==> src/rtl/adc_spi_reader_pkg.sv <==
// adc_spi_reader_pkg: state type and SPI edge-select helper shared by the reader files
package adc_spi_reader_pkg;

    typedef enum logic [1:0] {ST_IDLE, ST_CONVERT, ST_SHIFT, ST_DONE} state_t;

    // A leading edge captures miso in CPHA=0, a trailing edge captures it in CPHA=1.
    function automatic logic is_sample_edge(input logic phase, input logic leading);
        return leading ^ phase;
    endfunction

endpackage

==> src/rtl/adc_spi_reader_rx.sv <==
// adc_spi_reader_rx: sck generator and receive shift register, started and stopped by the reader FSM
module adc_spi_reader_rx
    import adc_spi_reader_pkg::*;
#(
    parameter int WID             = 18,
    parameter int WID_LEN         = 5,
    parameter int POLARITY        = 1,
    parameter int PHASE           = 0,
    parameter int CYCLE_HALF_WAIT = 1,
    parameter int TIMER_WID       = 8
) (
    input  logic           clk,
    input  logic           rst_L,
    input  logic           i_start,
    input  logic           i_abort,
    input  logic           i_miso,
    output logic           o_sck,
    output logic           o_done,
    output logic [WID-1:0] o_data
);

    localparam logic [WID_LEN:0]     EDGES     = (WID_LEN+1)'(2 * WID);
    localparam logic [TIMER_WID-1:0] HALF_LAST = TIMER_WID'(CYCLE_HALF_WAIT - 1);
    localparam logic                 IDLE_LVL  = 1'(POLARITY);

    logic                 r_active;
    logic                 r_sck;
    logic [WID_LEN:0]     r_edge;
    logic [TIMER_WID-1:0] r_half;
    logic [WID-1:0]       r_shift;
    logic                 w_tick;
    logic                 w_edge;
    logic                 w_sample;

    // r_edge holds the number of edges already produced, so an even count means the next edge leads
    assign w_tick   = r_active && (r_half == HALF_LAST);
    assign o_done   = w_tick && (r_edge == EDGES);
    assign w_edge   = i_start || w_tick;
    assign w_sample = is_sample_edge(1'(PHASE), !r_edge[0]);
    assign o_sck    = r_sck;
    assign o_data   = r_shift;

    // Produce 2*WID sck edges one half-period apart, then hold idle for one half-period before done
    always_ff @(posedge clk or negedge rst_L) begin
        if (!rst_L) begin
            r_active <= 1'b0;
            r_sck    <= IDLE_LVL;
            r_edge   <= '0;
            r_half   <= '0;
            r_shift  <= '0;
        end else if (i_abort || o_done) begin
            r_active <= 1'b0;
            r_sck    <= IDLE_LVL;
            r_edge   <= '0;
            r_half   <= '0;
        end else if (w_edge) begin
            r_active <= 1'b1;
            r_sck    <= ~r_sck;
            r_edge   <= r_edge + 1'b1;
            r_half   <= '0;
            if (w_sample) r_shift <= {r_shift[WID-2:0], i_miso};
        end else if (r_active) begin
            r_half   <= r_half + 1'b1;
        end
    end

endmodule

==> src/rtl/adc_spi_reader.sv <==
// adc_spi_reader: one ADC convert-and-read per arm request over an SPI master receive path
module adc_spi_reader
    import adc_spi_reader_pkg::*;
#(
    parameter int WID             = 18,
    parameter int WID_LEN         = 5,
    parameter int POLARITY        = 1,
    parameter int PHASE           = 0,
    parameter int CYCLE_HALF_WAIT = 1,
    parameter int TIMER_WID       = 8,
    parameter int CONV_WAIT       = 150
) (
    input  logic           clk,
    input  logic           rst_L,
    input  logic           arm,
    output logic           finished,
    output logic [WID-1:0] data,
    output logic           busy,
    input  logic           miso,
    output logic           sck,
    output logic           ss_L
);

    localparam logic [TIMER_WID-1:0] CONV_LAST = TIMER_WID'(CONV_WAIT - 1);

    state_t               r_state;
    logic [TIMER_WID-1:0] r_timer;
    logic                 w_start;
    logic                 w_abort;
    logic                 w_done;
    logic [WID-1:0]       w_shift;

    // The first sck edge lands exactly CONV_WAIT clocks after ss_L falls
    assign w_start = (r_state == ST_CONVERT) && arm && (r_timer == CONV_LAST);
    assign w_abort = ((r_state == ST_CONVERT) || (r_state == ST_SHIFT)) && !arm;

    adc_spi_reader_rx #(
        .WID             (WID),
        .WID_LEN         (WID_LEN),
        .POLARITY        (POLARITY),
        .PHASE           (PHASE),
        .CYCLE_HALF_WAIT (CYCLE_HALF_WAIT),
        .TIMER_WID       (TIMER_WID)
    ) u_rx (
        .clk     (clk),
        .rst_L   (rst_L),
        .i_start (w_start),
        .i_abort (w_abort),
        .i_miso  (miso),
        .o_sck   (sck),
        .o_done  (w_done),
        .o_data  (w_shift)
    );

    // Request handshake, conversion wait and slave-select framing; dropping arm mid-transfer discards it
    always_ff @(posedge clk or negedge rst_L) begin
        if (!rst_L) begin
            r_state  <= ST_IDLE;
            r_timer  <= '0;
            ss_L     <= 1'b1;
            busy     <= 1'b0;
            finished <= 1'b0;
            data     <= '0;
        end else if (w_abort) begin
            r_state  <= ST_IDLE;
            ss_L     <= 1'b1;
            busy     <= 1'b0;
        end else begin
            case (r_state)
                ST_IDLE: if (arm) begin
                    r_state <= ST_CONVERT;
                    r_timer <= '0;
                    ss_L    <= 1'b0;
                    busy    <= 1'b1;
                end
                ST_CONVERT: begin
                    r_timer <= r_timer + 1'b1;
                    if (w_start) r_state <= ST_SHIFT;
                end
                ST_SHIFT: if (w_done) begin
                    r_state  <= ST_DONE;
                    ss_L     <= 1'b1;
                    busy     <= 1'b0;
                    finished <= 1'b1;
                    data     <= w_shift;
                end
                ST_DONE: if (!arm) begin
                    r_state  <= ST_IDLE;
                    finished <= 1'b0;
                end
                default: r_state <= ST_IDLE;
            endcase
        end
    end

endmodule

==> config.mk <==
export PLATFORM = sky130hd
export DESIGN_NAME = adc_spi_reader
export DESIGN_NICKNAME = d
export VERILOG_FILES = /design/src/rtl/adc_spi_reader_pkg.sv /design/src/rtl/adc_spi_reader_rx.sv /design/src/rtl/adc_spi_reader.sv
export SDC_FILE = /design/constraint.sdc
export NUM_CORES = 1
export LEC_CHECK = 0
export ABC_AREA = 1
export BUFFER_PORTS_ARGS = -buffer_cell sky130_fd_sc_hd__buf_2
export CELL_PAD_IN_SITES_DETAIL_PLACEMENT = 1
export CELL_PAD_IN_SITES_GLOBAL_PLACEMENT = 1
export CORE_ASPECT_RATIO = 1.2
export CORE_MARGIN = 3
export CORE_UTILIZATION = 40
export DETAILED_ROUTE_END_ITERATION = 7
export PLACE_DENSITY = 0.82
export SKIP_CTS_REPAIR_TIMING = 1
export SLEW_MARGIN = 0
export SYNTH_ARGS = -nofsm -noshare
export SYNTH_HDL_FRONTEND = slang
export SYNTH_SLANG_ARGS = --single-unit
==> constraint.sdc <==
create_clock -name clk -period 3.9 [get_ports clk]
set_clock_uncertainty 0.15 [all_clocks]
set_input_delay 0.195 -clock clk [delete_from_list [all_inputs] [get_ports clk]]
set_output_delay 0.195 -clock clk [all_outputs]
set_load 0.01 [all_outputs]
==> impl_metrics.py, run 1 <==
metrics = {
    "pwr": {
        "share_of_total_power_in_sequential_cells_pct": 41.3,
        "internal_power_mw": 1.37,
        "clkPwrFrac_pct": 28.5,
        "max-vdd-ir-drop_v": 0.000298,
        "power.switching_mw": 0.858,
        "switching_share_pct": 38.6,
        "power-per-cell-area_nw_per_um2": 635,
        "combPwrFrac_pct": 30.2,
        "cellLeakagePower_nw": 1.79,
    },
    "grt": {
        "global_route.usage.met3_pct": 4.35,
        "grt_start_max_net_pins": 38,
        "busiest_layer": "met2",
        "globalRouteTotalUtil_pct": 16.2,
        "grtUsageMet1_pct": 19.4,
        "grt_pass1_wl_um": 11300,
        "met2_usage_pct": 28.0,
        "antenna_found_initial": 0,
        "grt_remaining_overflow": 0,
        "number_of_global_route_vias_before_repair": 2502,
    },
    "placement": {
        "placed_area_um2": 3270,
        "gp_routability_congestion": 0.831,
        "place_inst": 475,
        "placement.io_buffers": 25,
        "dp_hpwl_um": 4590,
    },
    "worst_setup_path": {
        "critPathCaptureType": "flop",
        "data_arrival_critical_path_ns": 2.99,
        "required_ns": 3.97,
        "crit_fanout": 21,
        "timing.setup.critical_path_class": "reg2reg",
        "critical_path.startpoint_type": "flop",
    },
    "synthesis": {
        "synth_simple_gate_area_share_pct": 25.5,
        "xor_xnor_share_of_the_synthesized_area_pct": 2.56,
        "synth.lib_cells_used.distinct": 24,
        "synth.ff_latch_count": 65,
        "largest_family_of_logic_cells_by_synthesized_area": "simple AND/OR/NAND/NOR gates",
        "postSynthCellCount": 368,
        "avgSynthCellArea_um2": 8.37,
        "post_synth_net_total": 382,
        "synthesized_area_fraction_occupied_by_ao_oa_aoi_and_oai_cells_pct": 6.82,
        "ys_top_cells_by_area": "dfrtp_1 (51%), nand2_1 (13%), inv_1 (5.7%), nand3_1 (5.7%), ha_1 (4.1%)",
        "syn_area_um2": 3080,
        "synthesis.yosys.warnings": 0,
        "synth-adder-area-share_pct": 4.06,
        "netlist.area_leader.share_pct": 51.2,
        "synth.largest_area_cell": "dfrtp_1",
        "seq_area_frac_synth_pct": 52.9,
        "muxShareOfSynthArea_pct": 0,
    },
    "clock_network": {
        "cts_tree": "done",
        "cts_max_level": 3,
        "clk_pin_slew_worst_paths_ns": 0.08,
        "cts.path.max_buffers": 2,
        "clkLatencyLatePin_ns": 0.34,
        "cts_root_buffer": "clkbuf_8",
        "cts_inserted_buffers": 9,
        "numClockSinks": 65,
    },
    "sta": {
        "slew_headroom_pct": 43.3,
        "finalSetupViolations": 0,
        "setup_repair_after_global_routing_missed_its_margin": "false",
        "report.final.slew_viol_count": 0,
        "finalWorstPathRequiredPeriod_ns": 2.91,
        "worstMarginPinSlew_ns": 0.850,
        "fin_tns_setup_ns": 0,
        "timing_hold_violations_final": 0,
        "max_freq_mhz": 343,
        "post_route_clock_period_utilization_pct": 74.7,
    },
    "final_layout": {
        "fin_cells": 493,
        "fraction_of_final_layout_cells_with_drive_strength_greater_than_1_pct": 13.4,
        "num_antenna_cells": 0,
        "layout-area-overhead-vs-synth_pct": 13.8,
        "final_nets": 412,
        "fin_area_um2": 3510,
    },
    "floorplanning": {
        "core.rowCount": 34,
        "floorplan.io_pins": 26,
        "die_x_um": 86.1,
        "die_area_um2": 8800,
        "initial_core_util_pct": 41.9,
        "height_of_the_die_um": 102,
        "placeable_core_region_um2": 7360,
    },
    "routing": {
        "viasPerCell": 5.03,
        "drt_pre_antenna_iters": 4,
        "route.final.wire_length_um": 6620,
        "drtAntennaViolNets": 0,
        "drc": 0,
        "detail_route.wl_per_cell_um": 13.4,
        "detailedRoute.firstIterationViolations": 110,
        "routed-via-count": 2480,
    },
    "worst_hold_path": {
        "hold_path_class": "in2reg",
    },
    "run": {
        "max_cap_violations": 0,
    },
    "status": {
        "result_of_the_run": "completed",
    },
}
-- power by group through the flow --
stage | combinational [mW] | clock (mW) | sequential [mW]
2_1_floorplan | 0.524 | 0 | 0.906
3_3_place_gp | 0.645 | 0 | 0.922
3_5_place_dp | 0.673 | 0 | 0.932
4_1_cts | 0.683 | 0.651 | 0.919
5_1_grt | 0.776 | 0.683 | 0.938
6_report | 0.672 | 0.634 | 0.919
-- state kept, by name, summed over array words and instances (netlist names) --
register       flops
r_timer            8
u_rx.o_sck         1
data              18
finished           1
ss_L               1
r_state            2
u_rx.r_half        8
u_rx.r_edge        6
busy               1
u_rx.r_active      1
u_rx.o_data       18
-- per-stage QoR --
stage | hold WS (ns) | util [%] | power, mW | worst slack, ns
CTS | -0.166 | 47.4 | 2.25 | 0.999
global placement | 0.196 | 44.4 | 1.57 | 1.16
floorplan | -0.251 | - | 1.43 | 1.95
detailed placement | 0.209 | 44.4 | 1.60 | 1.01
global route | 0.0373 | 47.6 | 2.40 | 0.677
finish | 0.0128 | 47.6 | 2.22 | 0.988
-- worst max-delay path, cell delays in order, from the launching register on --
cell	delay, ns
dfrtp_1	0.40
inv_1	0.30
ha_1	0.32
nand3_1	0.07
nor2_1	0.04
nand2_1	0.15
nand2_1	0.12
nor2_2	0.59
nand2_2	0.41
nand2_1	0.17
nand2_1	0.07
-- final timing paths --
path | slack [ns] | to | cells past startpoint | from
max in group asynchronous | 2.34 | data[16] | 3 | rst_L
min in group asynchronous | 0.35 | u_rx.r_half[1] | 2 | rst_L
max | 0.99 | u_rx.o_data[17] | 10 | u_rx.r_edge[0]
min reg2reg | 0.32 | ss_L | 2 | ss_L
max reg2reg | 0.99 | u_rx.o_data[17] | 10 | u_rx.r_edge[0]
min | 0.01 | busy | 3 | arm
-- layer usage --
metal / part of all wire, % / vias up / routed length [µm]
met5: 0 / - / 0
met4: 1.2 / 0 / 80
met3: 3.1 / 9 / 206
met2: 51 / 27 / 3360
met1: 45 / 1224 / 2970
li1: - / 1220 / -
-- cell usage after synthesis --
library cell,count
nor2_1,25
nand3_1,35
ha_1,10
buf_4,4
dfstp_2,2
nand2_2,2
inv_1,47
buf_2,5
o21ai_0,18
nor2_2,3
o21ai_1,14
xnor2_1,1
dfrtp_1,63
buf_6,1
o21a_1,1
nor3_1,2
a21oi_1,7
inv_2,3
o31ai_1,1
nor3_4,1
nor3b_1,1
nand2_1,105
nand4_1,9
xor2_1,8
-- logic make-up (layout without fill, tap and decap cells) --
group / Yosys count / count (layout)
AO/OA/AOI/OAI: 41 / 41
XOR/XNOR: 9 / 9
buffers and inverters: 60 / 95
flip-flops: 65 / 65
AND/OR/NAND/NOR: 183 / 183
adder cells (fa/ha/maj): 10 / 10
-- layout by cell type, fill, tap and decap left out, drive strengths merged, types with 3 or more instances in the layout --
cell and instances:
nor2 28, nand2 107, a21oi 7, nand3 35
nor3 3, o21ai 32, dfrtp 63, ha 10
xor2 8, inv 51, buf 27, clkbuf 9
nand4 9
-- cell type report --
class / count / area (µm²)
timing repair buffer: 29 / 160
fill: 919 / 3850
inverter: 50 / 188
multi-input combinational: 243 / 1200
clock inverter: 7 / 93.8
sequential: 65 / 1630
clock buffer: 9 / 124
tap: 90 / 113
No activity file was read; power rests on OpenSTA's default activity.
==> run 2, diff against run 1 <==
- clock period: 3.9 -> 3.05 ns (I/O delays scaled with it)
==> impl_metrics.py, run 2 (same netlist as run 1, synthesis figures left out) <==
metrics = {
    "floorplanning": {
        "floorplan.io_pins": 26,
        "die_x_um": 86.1,
        "initial_core_util_pct": 41.9,
        "die_area_um2": 8800,
        "height_of_the_die_um": 102,
        "core.rowCount": 34,
        "placeable_core_region_um2": 7360,
    },
    "sta": {
        "slew_headroom_pct": 47.8,
        "setup_repair_after_global_routing_missed_its_margin": "false",
        "timing.final.ws_setup_ns": 0.269,
        "max_freq_mhz": 360,
        "timing_hold_violations_final": 1,
        "fin_tns_setup_ns": 0,
        "hold_slack_ns": -0.0129,
        "report.final.slew_viol_count": 0,
        "post_route_clock_period_utilization_pct": 91.2,
        "worstMarginPinSlew_ns": 0.782,
        "finalSetupViolations": 0,
        "finalWorstPathRequiredPeriod_ns": 2.78,
    },
    "worst_setup_path": {
        "critPathMaxStageDelay_ns": 0.63,
        "critPathCaptureType": "flop",
        "cp_slowest_cell": "nor2_2",
        "data_arrival_critical_path_ns": 2.86,
        "r2r_setup_slack_ns": 0.27,
        "crit_chain": "inv_1 -> ha_1 -> inv_1 -> nor2_1 -> inv_1 -> nand2_1 -> nor2_2 -> nand2_2 -> nand2_1 -> nand2_1",
        "critical_path.startpoint_type": "flop",
        "crit_fanout": 20,
        "required_ns": 3.13,
        "timing.setup.critical_path_class": "reg2reg",
    },
    "grt": {
        "grt_pass1_wl_um": 12000,
        "number_of_global_route_vias_before_repair": 2578,
        "globalRouteTotalUtil_pct": 17.3,
        "grt_remaining_overflow": 0,
        "antenna_found_initial": 0,
        "grt_start_max_net_pins": 37,
    },
    "clock_network": {
        "cts.path.max_buffers": 2,
        "cts_max_level": 3,
        "clkLatencyLatePin_ns": 0.35,
        "cts_root_buffer": "clkbuf_8",
        "cts_tree": "done",
        "cts_inserted_buffers": 9,
        "clk_pin_slew_worst_paths_ns": 0.07,
        "numClockSinks": 65,
    },
    "run": {
        "max_cap_violations": 0,
    },
    "routing": {
        "drt_pre_antenna_iters": 4,
        "routed-via-count": 2470,
        "drc": 0,
        "viasPerCell": 4.98,
        "drtAntennaViolNets": 0,
        "detail_route.wl_per_cell_um": 14.2,
        "route.final.wire_length_um": 7020,
        "detailedRoute.firstIterationViolations": 110,
    },
    "pwr": {
        "switching_share_pct": 37.7,
        "max-vdd-ir-drop_v": 0.000363,
        "internal_power_mw": 1.84,
        "cellLeakagePower_nw": 1.82,
        "combPwrFrac_pct": 29.6,
        "share_of_total_power_in_sequential_cells_pct": 39.8,
        "power.switching_mw": 1.11,
        "clkPwrFrac_pct": 30.6,
        "power-per-cell-area_nw_per_um2": 831,
    },
    "final_layout": {
        "layout-area-overhead-vs-synth_pct": 15.3,
        "fraction_of_final_layout_cells_with_drive_strength_greater_than_1_pct": 14.0,
        "fin_cells": 496,
        "most_common_cell_after_layout_fill_and_taps_aside": "nand2_1",
        "layout.cells.most_common_list": "nand2_1 (105), dfrtp_1 (63), inv_1 (47), nand3_1 (35)",
        "num_antenna_cells": 0,
        "fin_area_um2": 3550,
        "final_nets": 415,
    },
    "status": {
        "result_of_the_run": "finished with violations",
        "violations": "negative hold slack",
    },
    "placement": {
        "placed_area_um2": 3290,
        "pre_cts_slack_ns": 0.275,
        "gp_routability_congestion": 0.816,
        "place_inst": 478,
        "dp_hpwl_um": 4940,
        "placement.io_buffers": 25,
    },
    "worst_hold_path": {
        "hold_path_class": "in2reg",
    },
}
## run 2: cell types whose count changed in the layout (fill, tap and decap cells not counted), sizes merged
cell,before,now
bufinv,2,3
inv,51,50
buf,27,30
## run 2: final timing paths
| check | start | endpoint | cells past startpoint |
|---|---|---|---|
| min in group asynchronous | rst_L | u_rx.o_data[9] | 2 |
| hold reg to reg | ss_L | ss_L | 2 |
| hold / removal | arm | busy | 3 |
| setup reg to reg | r_state[0] | u_rx.o_data[16] | 10 |
| max in group asynchronous | rst_L | data[2] | 3 |
| setup / recovery | r_state[0] | u_rx.o_data[16] | 10 |
## run 2: area by class of cell
class / instances / area, µm²
Sequential cell: 65 / 1630
Multi-Input combinational cell: 243 / 1200
Clock buffer: 9 / 124
Clock inverter: 7 / 119
Inverter: 50 / 188
Timing Repair Buffer: 32 / 183
Tap cell: 90 / 113
Fill cell: 908 / 3810
## run 2: metrics by stage
step,power (mW),utilization [%]
after floorplan,1.83,-
after global placement,2.01,44.7
after detailed placement,2.06,44.7
final,2.95,48.3
after CTS,2.99,48.0
after global routing,3.16,48.3
## run 2: per-layer routing
layer  vias up  track usage (%)  routed length (µm)
met4         0             6.58                  77
met1      1204             21.3                3080
met5         -                0                   0
met2        32             29.6                3650
met3         7             3.79                 219
li1       1227                -                   -
## run 2: worst max-delay path: cells and delay by family (launching register included)
| kind | cells | cell delay (ns) |
|---|---|---|
| adders and majority gates | 1 | 0.32 |
| and+or+nand+nor | 6 | 1.48 |
| buffers and inverters | 3 | 0.31 |
| DFF | 1 | 0.41 |
## run 2: power by group through the flow
stage / sequential, mW / combinational (mW) / clock (mW)
after floorplan: 1.16 / 0.670 / 0
after global placement: 1.18 / 0.834 / 0
after detailed placement: 1.19 / 0.874 / 0
after CTS: 1.17 / 0.889 / 0.922
after global routing: 1.20 / 1.00 / 0.958
final: 1.17 / 0.874 / 0.904
